**src/rtl/cache_refill.sv**
```systemverilog
// Line-refill engine: fetches one cache line over an AXI4 INCR read burst, writes every
// 64-bit beat into the selected way's data banks, then writes the tag and reports done/err.
module cache_refill #(
   parameter int DW    = 1024,
   parameter int BK    = 4,
   parameter int CB    = 1,
   parameter int CL    = 256,
   parameter int TAG_W = 32
) (
   input  logic             CLK,
   input  logic             RSTn,
   input  logic             req_valid,
   output logic             req_ready,
   input  logic [31:0]      req_addr,
   input  logic [CB-1:0]    req_way,
   output logic             done,
   output logic             err,
   output logic [31:0]      M_AXI_ARADDR,
   output logic [7:0]       M_AXI_ARLEN,
   output logic [2:0]       M_AXI_ARSIZE,
   output logic [1:0]       M_AXI_ARBURST,
   output logic             M_AXI_ARVALID,
   input  logic             M_AXI_ARREADY,
   input  logic [63:0]      M_AXI_RDATA,
   input  logic [1:0]       M_AXI_RRESP,
   input  logic             M_AXI_RLAST,
   input  logic             M_AXI_RVALID,
   output logic             M_AXI_RREADY,
   output logic [31:0]      cache_addr,
   output logic [CB-1:0]    cache_en_w,
   output logic [7:0]       cache_info_wstrb,
   output logic [63:0]      cache_info_w,
   output logic [31:0]      tag_addr,
   output logic [CB-1:0]    tag_en_w,
   output logic [TAG_W-1:0] tag_info_w
);

   localparam int LINE_BYTES = DW * BK / 8;
   localparam int BEATS      = DW * BK / 64;
   localparam int ADDR_LSB   = $clog2(LINE_BYTES);
   localparam int CNT_W      = (BEATS > 1) ? $clog2(BEATS) : 1;
   localparam logic [CNT_W-1:0] LAST_CNT = CNT_W'(BEATS - 1);
   localparam logic [7:0]       AR_LEN   = 8'(BEATS - 1);

   typedef enum logic [2:0] {
      S_IDLE = 3'd0,
      S_AR   = 3'd1,
      S_RD   = 3'd2,
      S_TAG  = 3'd3,
      S_DONE = 3'd4
   } state_t;

   state_t             r_state;
   logic               r_req_ready;
   logic [31:0]        r_base;
   logic [CB-1:0]      r_way;
   logic [CNT_W-1:0]   r_cnt;
   logic               r_err_sticky;
   logic               r_done;
   logic               r_err;
   logic [31:0]        r_araddr;
   logic [7:0]         r_arlen;
   logic [2:0]         r_arsize;
   logic [1:0]         r_arburst;
   logic               r_arvalid;
   logic               r_rready;
   logic [31:0]        r_cache_addr;
   logic [CB-1:0]      r_cache_en;
   logic [7:0]         r_wstrb;
   logic [63:0]        r_cache_data;
   logic [31:0]        r_tag_addr;
   logic [CB-1:0]      r_tag_en;
   logic [TAG_W-1:0]   r_tag_info;

   logic [31:0]        w_req_base;
   logic [31:0]        w_beat_addr;
   logic               w_beat;
   logic               w_last_cnt;
   logic               w_beat_err;
   logic               w_unused;

   assign w_req_base  = {req_addr[31:ADDR_LSB], {ADDR_LSB{1'b0}}};
   assign w_beat_addr = r_base + {{(32-CNT_W-3){1'b0}}, r_cnt, 3'b000};
   assign w_beat      = M_AXI_RVALID & r_rready;
   assign w_last_cnt  = (r_cnt == LAST_CNT);
   // RLAST must coincide exactly with the final counted beat; anything else is a framing error.
   assign w_beat_err  = (M_AXI_RRESP != 2'b00) | (M_AXI_RLAST != w_last_cnt);
   assign w_unused    = ^{req_addr[ADDR_LSB-1:0], (CL > 0)};

   // Refill FSM together with every registered output it drives.
   always_ff @(posedge CLK or negedge RSTn) begin
      if (!RSTn) begin
         r_state      <= S_IDLE;
         r_req_ready  <= 1'b1;
         r_base       <= 32'd0;
         r_way        <= '0;
         r_cnt        <= '0;
         r_err_sticky <= 1'b0;
         r_done       <= 1'b0;
         r_err        <= 1'b0;
         r_araddr     <= 32'd0;
         r_arlen      <= 8'd0;
         r_arsize     <= 3'd0;
         r_arburst    <= 2'd0;
         r_arvalid    <= 1'b0;
         r_rready     <= 1'b0;
         r_cache_addr <= 32'd0;
         r_cache_en   <= '0;
         r_wstrb      <= 8'd0;
         r_cache_data <= 64'd0;
         r_tag_addr   <= 32'd0;
         r_tag_en     <= '0;
         r_tag_info   <= '0;
      end else begin
         r_cache_en <= '0;
         r_tag_en   <= '0;
         r_done     <= 1'b0;
         r_err      <= 1'b0;
         case (r_state)
            S_IDLE: begin
               if (r_req_ready && req_valid) begin
                  r_req_ready <= 1'b0;
                  r_base      <= w_req_base;
                  r_way       <= req_way;
                  r_cnt       <= '0;
                  r_araddr    <= w_req_base;
                  r_arlen     <= AR_LEN;
                  r_arsize    <= 3'd3;
                  r_arburst   <= 2'b01;
                  r_arvalid   <= 1'b1;
                  r_state     <= S_AR;
               end else begin
                  r_req_ready <= 1'b1;
               end
            end
            S_AR: begin
               if (M_AXI_ARREADY) begin
                  r_arvalid <= 1'b0;
                  r_rready  <= 1'b1;
                  r_state   <= S_RD;
               end
            end
            S_RD: begin
               if (w_beat) begin
                  r_cache_en   <= r_way;
                  r_cache_addr <= w_beat_addr;
                  r_cache_data <= M_AXI_RDATA;
                  r_wstrb      <= 8'hFF;
                  if (w_beat_err) begin
                     r_err_sticky <= 1'b1;
                  end
                  if (w_last_cnt) begin
                     r_rready <= 1'b0;
                     r_state  <= S_TAG;
                  end else begin
                     r_cnt <= r_cnt + 1'b1;
                  end
               end
            end
            S_TAG: begin
               // The last data write is on the outputs now, so the tag lands one cycle after it.
               r_tag_en   <= r_err_sticky ? '0 : r_way;
               r_tag_addr <= r_base;
               r_tag_info <= r_base[31 -: TAG_W];
               r_state    <= S_DONE;
            end
            S_DONE: begin
               r_done       <= 1'b1;
               r_err        <= r_err_sticky;
               r_err_sticky <= 1'b0;
               r_state      <= S_IDLE;
            end
            default: begin
               r_state <= S_IDLE;
            end
         endcase
      end
   end

   assign req_ready        = r_req_ready;
   assign done             = r_done;
   assign err              = r_err;
   assign M_AXI_ARADDR     = r_araddr;
   assign M_AXI_ARLEN      = r_arlen;
   assign M_AXI_ARSIZE     = r_arsize;
   assign M_AXI_ARBURST    = r_arburst;
   assign M_AXI_ARVALID    = r_arvalid;
   assign M_AXI_RREADY     = r_rready;
   assign cache_addr       = r_cache_addr;
   assign cache_en_w       = r_cache_en;
   assign cache_info_wstrb = r_wstrb;
   assign cache_info_w     = r_cache_data;
   assign tag_addr         = r_tag_addr;
   assign tag_en_w         = r_tag_en;
   assign tag_info_w       = r_tag_info;

endmodule

```
**config.mk**
```make
export PLATFORM = sky130hd
export DESIGN_NAME = cache_refill
export DESIGN_NICKNAME = d
export VERILOG_FILES = /design/src/rtl/cache_refill.sv
export SDC_FILE = /design/constraint.sdc
export NUM_CORES = 1
export LEC_CHECK = 0
export ABC_AREA = 1
export BUFFER_PORTS_ARGS = -buffer_cell sky130_fd_sc_hd__buf_2
export CAP_MARGIN = 20
export CORE_AREA = 2 2 126 128
export CTS_CLUSTER_DIAMETER = 120
export CTS_CLUSTER_SIZE = 24
export DETAILED_ROUTE_END_ITERATION = 10
export DIE_AREA = 0 0 128 130
export HOLD_SLACK_MARGIN = 0.15
export PLACE_DENSITY = 0.77
export SLEW_MARGIN = 20
export SYNTH_ARGS = -nofsm -noshare
export SYNTH_HDL_FRONTEND = slang
export SYNTH_SLANG_ARGS = --single-unit
```
**constraint.sdc**
```tcl
create_clock -name CLK -period 3.6 [get_ports CLK]
set_clock_uncertainty 0.1 [all_clocks]
set_input_delay 0.36 -clock CLK [delete_from_list [all_inputs] [get_ports CLK]]
set_output_delay 0.36 -clock CLK [all_outputs]
set_load 0.05 [all_outputs]
```
After elaboration in Yosys (flattened, before gate mapping)

Index checks and enable logic that the tools add are counted.

Flip-flop bits (word level): 164
Word-level logic and storage cells: 75
Input port bits: 105
Output and inout bits: 220

Multiplexer cells: 26
$add $sub $neg: 2
Bitwise logic cells: 2
Equal/unequal tests: 12
Reduce and logical (&&, ||, !) cells: 14

Operators with widths:

| kind                                                 | count |
|---|---|
| adder 32 x 9 -> 32 bit                               | 1 |
| two-way mux 6 bit                                    | 3 |
| two-way mux 1 bit                                    | 14 |
| two-way mux 3 bit                                    | 4 |
| inequality test 2 bit (second input constant)        | 6 |
| one-hot mux 3 bit (4 select lines)                   | 1 |
| one-hot mux 6 bit (2 select lines)                   | 1 |
| AND reduction 4 bit                                  | 3 |
| nonzero test 2 bit                                   | 5 |
| adder 6 x 1 -> 6 bit (second input constant)         | 1 |
| equality test 3 x 2 -> 1 bit (second input constant) | 2 |
| equality test 6 bit (second input constant)          | 1 |
| one-hot mux 1 bit (2 select lines)                   | 3 |
| AND reduction 3 bit                                  | 2 |
| AND reduction 2 bit                                  | 2 |
| equality test 3 x 1 -> 1 bit (second input constant) | 1 |
| equality test 3 bit (second input constant)          | 1 |
| logical NOT 3 bit                                    | 1 |
| AND 1 bit                                            | 1 |
| logical AND 1 bit                                    | 1 |
| inequality test 1 bit                                | 1 |
| bitwise OR 1 bit                                     | 1 |

Logic depth before layout (Yosys ltp)

Gate-level depths: netlist (run 1).

Word-level depth: 6
Gate-level depth with buffers: 9
Mapped depth without buffers: 9

Worst setup path before layout (run 1)

OpenSTA, ideal clock, no wires.

Path type: flip-flop to flip-flop
Start: register r_rready (netlist: M_AXI_RREADY)
End: register r_cache_addr[10] (netlist: cache_addr[10])
Arrival: 1447 ps
Data required time: 3370 ps
Path buffers: 2
Period minus slack after synthesis: 1677 ps
Setup time: 130 ps
Cell stages (with the launch flop): 8
Path slack: 1923 ps
Cell sequence: dfrtp_1 -> nand2_1 -> nor2_4 -> inv_2 -> buf_6 -> buf_2 -> nand2_1 -> o21ai_1

Cells in the longest elaborated chain, start to end: 2

RTL lines:

| element                              | RTL line | text |
|---|---|---|
| start, declared                      | 66       | `logic r_rready;` |
| start signal, assigned               | 106      | `r_rready <= 1'b0;` |
| start signal, assigned               | 139      | `r_rready <= 1'b1;` |
| start signal, assigned               | 153      | `r_rready <= 1'b0;` |
| AND 1 bit                            | 84       | `assign w_beat = M_AXI_RVALID & r_rready;` |
| AND reduction 2 bit (no source line) | --       |  |
| end signal, assigned                 | 146      | `r_cache_addr <= w_beat_addr;` |
| end, declared                        | 67       | `logic [31:0] r_cache_addr;` |

Every way passes these cells.
A chain may end at the register's enable or synchronous reset.

Final worst setup path (run 1)

Start: register r_state[2]
End: register r_cache_addr[26] (netlist: cache_addr[26])

Cells in the longest elaborated chain, start to end: 2

RTL lines:

| element                              | RTL line | text |
|---|---|---|
| start, declared                      | 53       | `state_t r_state;` |
| start signal, assigned               | 93       | `r_state <= S_IDLE;` |
| start signal, assigned               | 131      | `r_state <= S_AR;` |
| start signal, assigned               | 140      | `r_state <= S_RD;` |
| equality test 3 x 2 -> 1 bit         | 119      | `case (r_state)` |
| AND reduction 2 bit (no source line) | --       |  |

Every way passes these cells.

==> results of run 1 <==
-- kinds of logic (layout without fill, tap and decap cells) --
| family | after synthesis | in the layout | share of synthesized area |
|---|---|---|---|
| simple gates | 348 | 348 | 0.2044 |
| flops | 159 | 159 | 0.5966 |
| buf+inv | 146 | 453 | 0.1343 |
| compound gates | 79 | 79 | 0.05964 |
| xor+xnor | 2 | 2 | 0.002626 |
| fa+ha+maj | 1 | 1 | 0.001875 |
| other cells | 1 | 34 | 0.0005621 |
-- cells in the mapped netlist (all sizes together), types with 3 or more instances --
cell,n
nand3,6
o21ai,76
inv,44
nor2,19
nor3,3
buf,97
nand2,314
clkbuf,5
dfrtp,158
-- registers in the layout (all words and copies together), names as in the netlist, 3 cells and up --
signal and count:
cache_info_w 64, cache_addr 29, M_AXI_ARADDR 23, tag_info_w 23, r_cnt 6, r_state 3
-- power groups by stage --
stage	combinational, mW	clock [mW]	sequential, mW
final	5.51	1.88	3.01
after global routing	5.81	1.99	3.10
after CTS	5.50	1.92	2.99
after detailed placement	5.42	0	3.00
after global placement	5.34	0	2.99
after floorplan	1.80	0	5.56
-- through the flow --
stage,cell area [µm²],cells
finish,9305,1268
global route,9305,1268
CTS,9305,1268
detailed placement,7784,1146
global placement,7784,1146
floorplan,6795,769
-- per-layer routing --
| metal | vias up | global-route usage | part of all wire |
|---|---|---|---|
| met5 | - | 0 | 0 |
| met4 | 0 | 0.09114 | 0.027 |
| met3 | 41 | 0.05207 | 0.064 |
| met2 | 248 | 0.3548 | 0.51 |
| met1 | 2716 | 0.2477 | 0.40 |
| li1 | 2817 | - | - |
-- repair_timing --
action / CTS / global route
hold buffers: 90 / 0
endpoints found under the hold margin: 162 / 0
endpoints found under the setup margin: 0 / 0
-- critical path, cell delays in order (launching register included) --
cell,delay (ns)
dfrtp_1,0.44
nor2_4,0.21
nand2_4,0.12
nor2_4,0.55
clkinv_2,0.13
buf_4,0.34
nand2_1,0.13
o21ai_1,0.07
-- layout make-up --
class,count,area share
sequential,159,0.4277
multi-input combinational,464,0.2071
tap,192,0.02582
clock buffer,19,0.04760
timing repair buffer,377,0.2548
clock inverter,13,0.01909
inverter,44,0.01788
-- final timing paths --
check / startpoint / to / slack (ns)
setup / recovery: r_state[2] / cache_addr[26] / 1.32
hold / removal: M_AXI_RRESP[1] / r_err_sticky / 0.27
setup reg to reg: r_state[2] / cache_addr[26] / 1.32
hold reg to reg: r_err_sticky / tag_en_w / 0.34
max in group asynchronous: RSTn / req_ready / 2.15
min in group asynchronous: RSTn / cache_info_w[53] / 0.43
==> results.cfg, run 1 <==
[cts]
clkLatencyLatePin_ns = 0.42
cts_buffer_depth = 2
ctsResizeCount = 0
path_clk_slew_ns = 0.06
postCtsSetupRepairBufs = 0
clock-sinks = 159
cts_root_buffer = clkbuf_16
cts_tree = done
numCtsBuffers = 17
cts_max_level = 4

[pwr]
power_frac_clock = 0.181
pwr_density_cell_nw_per_um2 = 1117
seqPwrFrac = 0.289
pwr-share-comb = 0.530
ir_drop_v = 0.0006746
switching_share = 0.5417
p_leak_nw = 5.186
internal_power_mw = 4.764
p_total_mw = 10.39
switchingPower_mw = 5.629

[die]
row_count = 46
dieArea_um2 = 16640
ios = 325
initial_utilization = 0.4325
die_h_um = 130
coreArea_um2 = 15420
fp.dieW_um = 128

[logic_synthesis]
ys_warn_count = 0
synth.area.top_cells = dfrtp_1, nand2_1, buf_4, o21ai_1, o21ai_0
async_flop_share = 1.000
synth_flop_cell = dfrtp_1
synth.distinct_cells = 27
postSynthCellCount = 736
ys_ff_latch = 159
syn_avg_cell_area_um2 = 9.064
yosysTopAreaCell = dfrtp_1
syn_area_um2 = 6671
synth_top_area_frac = 0.5926
ys_seq_area_frac = 0.5966
synth_edf_count = 0

[worst_hold_path]
hp-class = in2reg
worstHoldPathCells = 5

[timing]
tns_ns = 0
worst_slack_ns = 1.315
finalHoldViolCount = 0
min_period_over_period = 0.6347
period_needed_ns = 2.285
rsz0062_at_grt = no
max_freq_mhz = 437.7
relSlewSlack = 0.3472
setup_viol = 0
drv_slew = 0
tightest_slew_ns = 0.9768
whs_ns = 0.2660

[detailed_routing]
dr.first_iter.drc_count = 316
post_drt_wl_per_cell_um = 13.92
drc = 0
dr.pass1.iters = 5
via_per_inst = 4.591
finalWirelength_um = 17650
drtAntennaViolNets = 0
vias = 5822

[layout]
drive_above_1_share = 0.3067
final_common_cell = nand2_1
multiInputGateArea_um2 = 1927
utilization = 0.6033
final_cell_mix = nand2_1, buf_2, dfrtp_1
finalNetCount = 1169
final-seq-area_um2 = 3980
fillers = 1253
antennaDiodeCount = 0
area_growth_syn_to_layout_pct = 39.48

[placed_design]
gp_congestion = 0.7850
dp_slack_ns = 1.359
port_buffers = 281
hpwl_um = 10990

[setup_path]
cp.arrival_ns = 2.46
cp_max_fo = 65
startpoint_type = register
reg2reg_depth = 7
critical_path_class = reg2reg
endpoint_kind = register
required_ns = 3.77

[status]
status = finished, final reports clean

[grt]
grt_pass1_wl_um = 27140
grt_max_degree = 75
grtUsageTotal = 0.2065
grt_overflow = 0
first_global_vias = 5462
antenna_found_initial = 0

[run]
drv_cap = 0
(Power assumes the default switching activity.)
==> run 2, diff against run 1 <==
- CORE_AREA: 2 2 126 128 -> 2 2 128 130
- DIE_AREA: 0 0 128 130 -> 0 0 130 132
- PLACE_DENSITY: 0.77 -> 0.74
- clock period: 3.6 -> 2.2 ns (I/O delays scaled with it)
==> results.cfg, run 2 (same netlist as run 1, synthesis figures left out) <==
[setup_path]
critical_path_class = in2reg
cp_max_fo = 1
cp_slowest_cell = dlygate4sd3_1
required_ns = 2.39
endpoint_kind = register
slowest_delay_ns = 0.57
cpMostUsedCell = dlygate4sd3_1
startpoint_type = primary input
crit_chain = dlygate4sd3_1, buf_2, nor2_1, dlygate4sd3_1, nand3_1, dlygate4sd3_1, nand2_1, a21oi_1
cp.arrival_ns = 2.29

[die]
die_h_um = 132
fp.dieW_um = 130
row_count = 46
dieArea_um2 = 17160
coreArea_um2 = 15710
ios = 325
initial_utilization = 0.4246

[detailed_routing]
wl_met3_um = 1206
drtAntennaViolNets = 0
top_layer_used = met4
wl_met2_um = 9021
drt-met1-wl_um = 6944
drc = 0
finalWirelength_um = 17600
post_drt_wl_per_cell_um = 13.58
vias = 5804
dr.pass1.iters = 4
via_per_inst = 4.478
dr.first_iter.drc_count = 321

[cts]
ctsResizeCount = 0
cts_buffer_depth = 2
path_clk_slew_ns = 0.06
cts_root_buffer = clkbuf_16
cts_max_level = 4
clkLatencyLatePin_ns = 0.42
numCtsBuffers = 17
clock-sinks = 159
cts_tree = done

[pwr]
p_leak_nw = 5.241
pwr-share-comb = 0.527
internal_power_mw = 8.015
seqPwrFrac = 0.286
ir_drop_v = 0.001252
switching_share = 0.5334
switchingPower_mw = 9.163
power_frac_clock = 0.188
pwr_density_cell_nw_per_um2 = 1814
p_total_mw = 17.18

[layout]
drive_above_1_share = 0.3046
final_cell_mix = nand2_1, buf_2, dfrtp_1
finalNetCount = 1174
instances_no_fill = 1296
area_growth_syn_to_layout_pct = 41.92
final_common_cell = nand2_1
fillers = 1281
largest_register_ffs = 64
antennaDiodeCount = 0

[grt]
grt_pass1_wl_um = 27970
first_global_vias = 5655
grt_max_degree = 121
antenna_found_initial = 0
grt_overflow = 0
grtUsageTotal = 0.2072

[timing]
period_needed_ns = 2.100
setup_viol = 0
min_period_over_period = 0.9545
max_freq_mhz = 476.2
drv_slew = 0
tns_ns = 0
rsz0062_at_grt = no
finalHoldViolCount = 0
relSlewSlack = 0.5135
tightest_slew_ns = 0.7287

[placed_design]
hpwl_um = 10940
gp_congestion = 0.7886
port_buffers = 281
place_inst = 1171

[status]
status = finished, final reports clean

[run]
drv_cap = 0

[worst_hold_path]
hp-class = in2async
==> run 2: cell types whose count changed in the layout (fill, tap and decap cells not counted) <==
cell,previous run,this run
inv_8,2,1
clkbuf_1,1,2
bufinv_16,3,5
buf_12,1,6
dlygate4sd3_1,90,94
inv_6,2,1
clkinvlp_4,4,3
buf_4,5,1
clkbuf_8,1,0
==> run 2: per-stage QoR <==
step / instance area (µm²) / setup WS (ns) / hold slack (ns) / util
detailed placement: 7884 / 0.5099 / 0.1248 / 0.5018
floorplan: 6795 / 0.5229 / -0.1756 / -
finish: 9468 / 0.1001 / 0.2367 / 0.6026
global route: 9468 / 0.06763 / 0.2684 / 0.6026
CTS: 9468 / 0.1275 / 0.2454 / 0.6026
global placement: 7884 / 0.4989 / 0.1246 / 0.5018
==> run 2: worst paths after layout <==
path / to / slack [ns] / cells past startpoint / start
setup / recovery: r_err_sticky / 0.10 / 8 / M_AXI_RRESP[0]
hold / removal: M_AXI_ARADDR[19] / 0.24 / 2 / RSTn
setup reg to reg: r_err_sticky / 0.30 / 7 / r_cnt[1]
hold reg to reg: tag_en_w / 0.35 / 1 / r_err_sticky
max in group asynchronous: req_ready / 1.11 / 3 / RSTn
min in group CLK: r_state[0] / 0.27 / 7 / M_AXI_RVALID
==> run 2: layout make-up <==
cell class / count / area, µm² / share of cell area
inverters: 44 / 166.4 / 0.01758
well taps: 216 / 270.3 / 0.02854
repair buffers: 382 / 2481 / 0.2621
clock buffers: 19 / 432.9 / 0.04572
flip-flops and latches: 159 / 3980 / 0.4204
multi-input cells: 464 / 1927 / 0.2035
clock inverters: 12 / 210.2 / 0.02220
==> run 2: routing by layer <==
metal,global-route usage,vias up
met5,0,-
met4,0.07945,0
met3,0.05966,31
met2,0.3604,252
met1,0.2394,2688
li1,-,2833
==> run 2: power by group through the flow <==
| stage | Clock, mW | Combinational [mW] | Sequential (mW) |
|---|---|---|---|
| final | 3.23 | 9.05 | 4.91 |
| after global routing | 3.43 | 9.59 | 5.06 |
| after floorplan | 0 | 2.94 | 9.09 |
| after global placement | 0 | 8.80 | 4.88 |
| after detailed placement | 0 | 8.91 | 4.91 |
| after CTS | 3.30 | 9.05 | 4.89 |
==> run 2: timing repair <==
action                                 4_1_cts  5_1_grt
hold buffers                                94        0
setup buffers                                0        0
endpoints found under the hold margin      252        0
==> run 2: worst max-delay path: cells and delay by family <==
kind | cells | cell delay, ns
buffers and inverters | 4 | 1.79
AND/OR/NAND/NOR | 3 | 0.23
AO/OA/AOI/OAI | 1 | 0.06
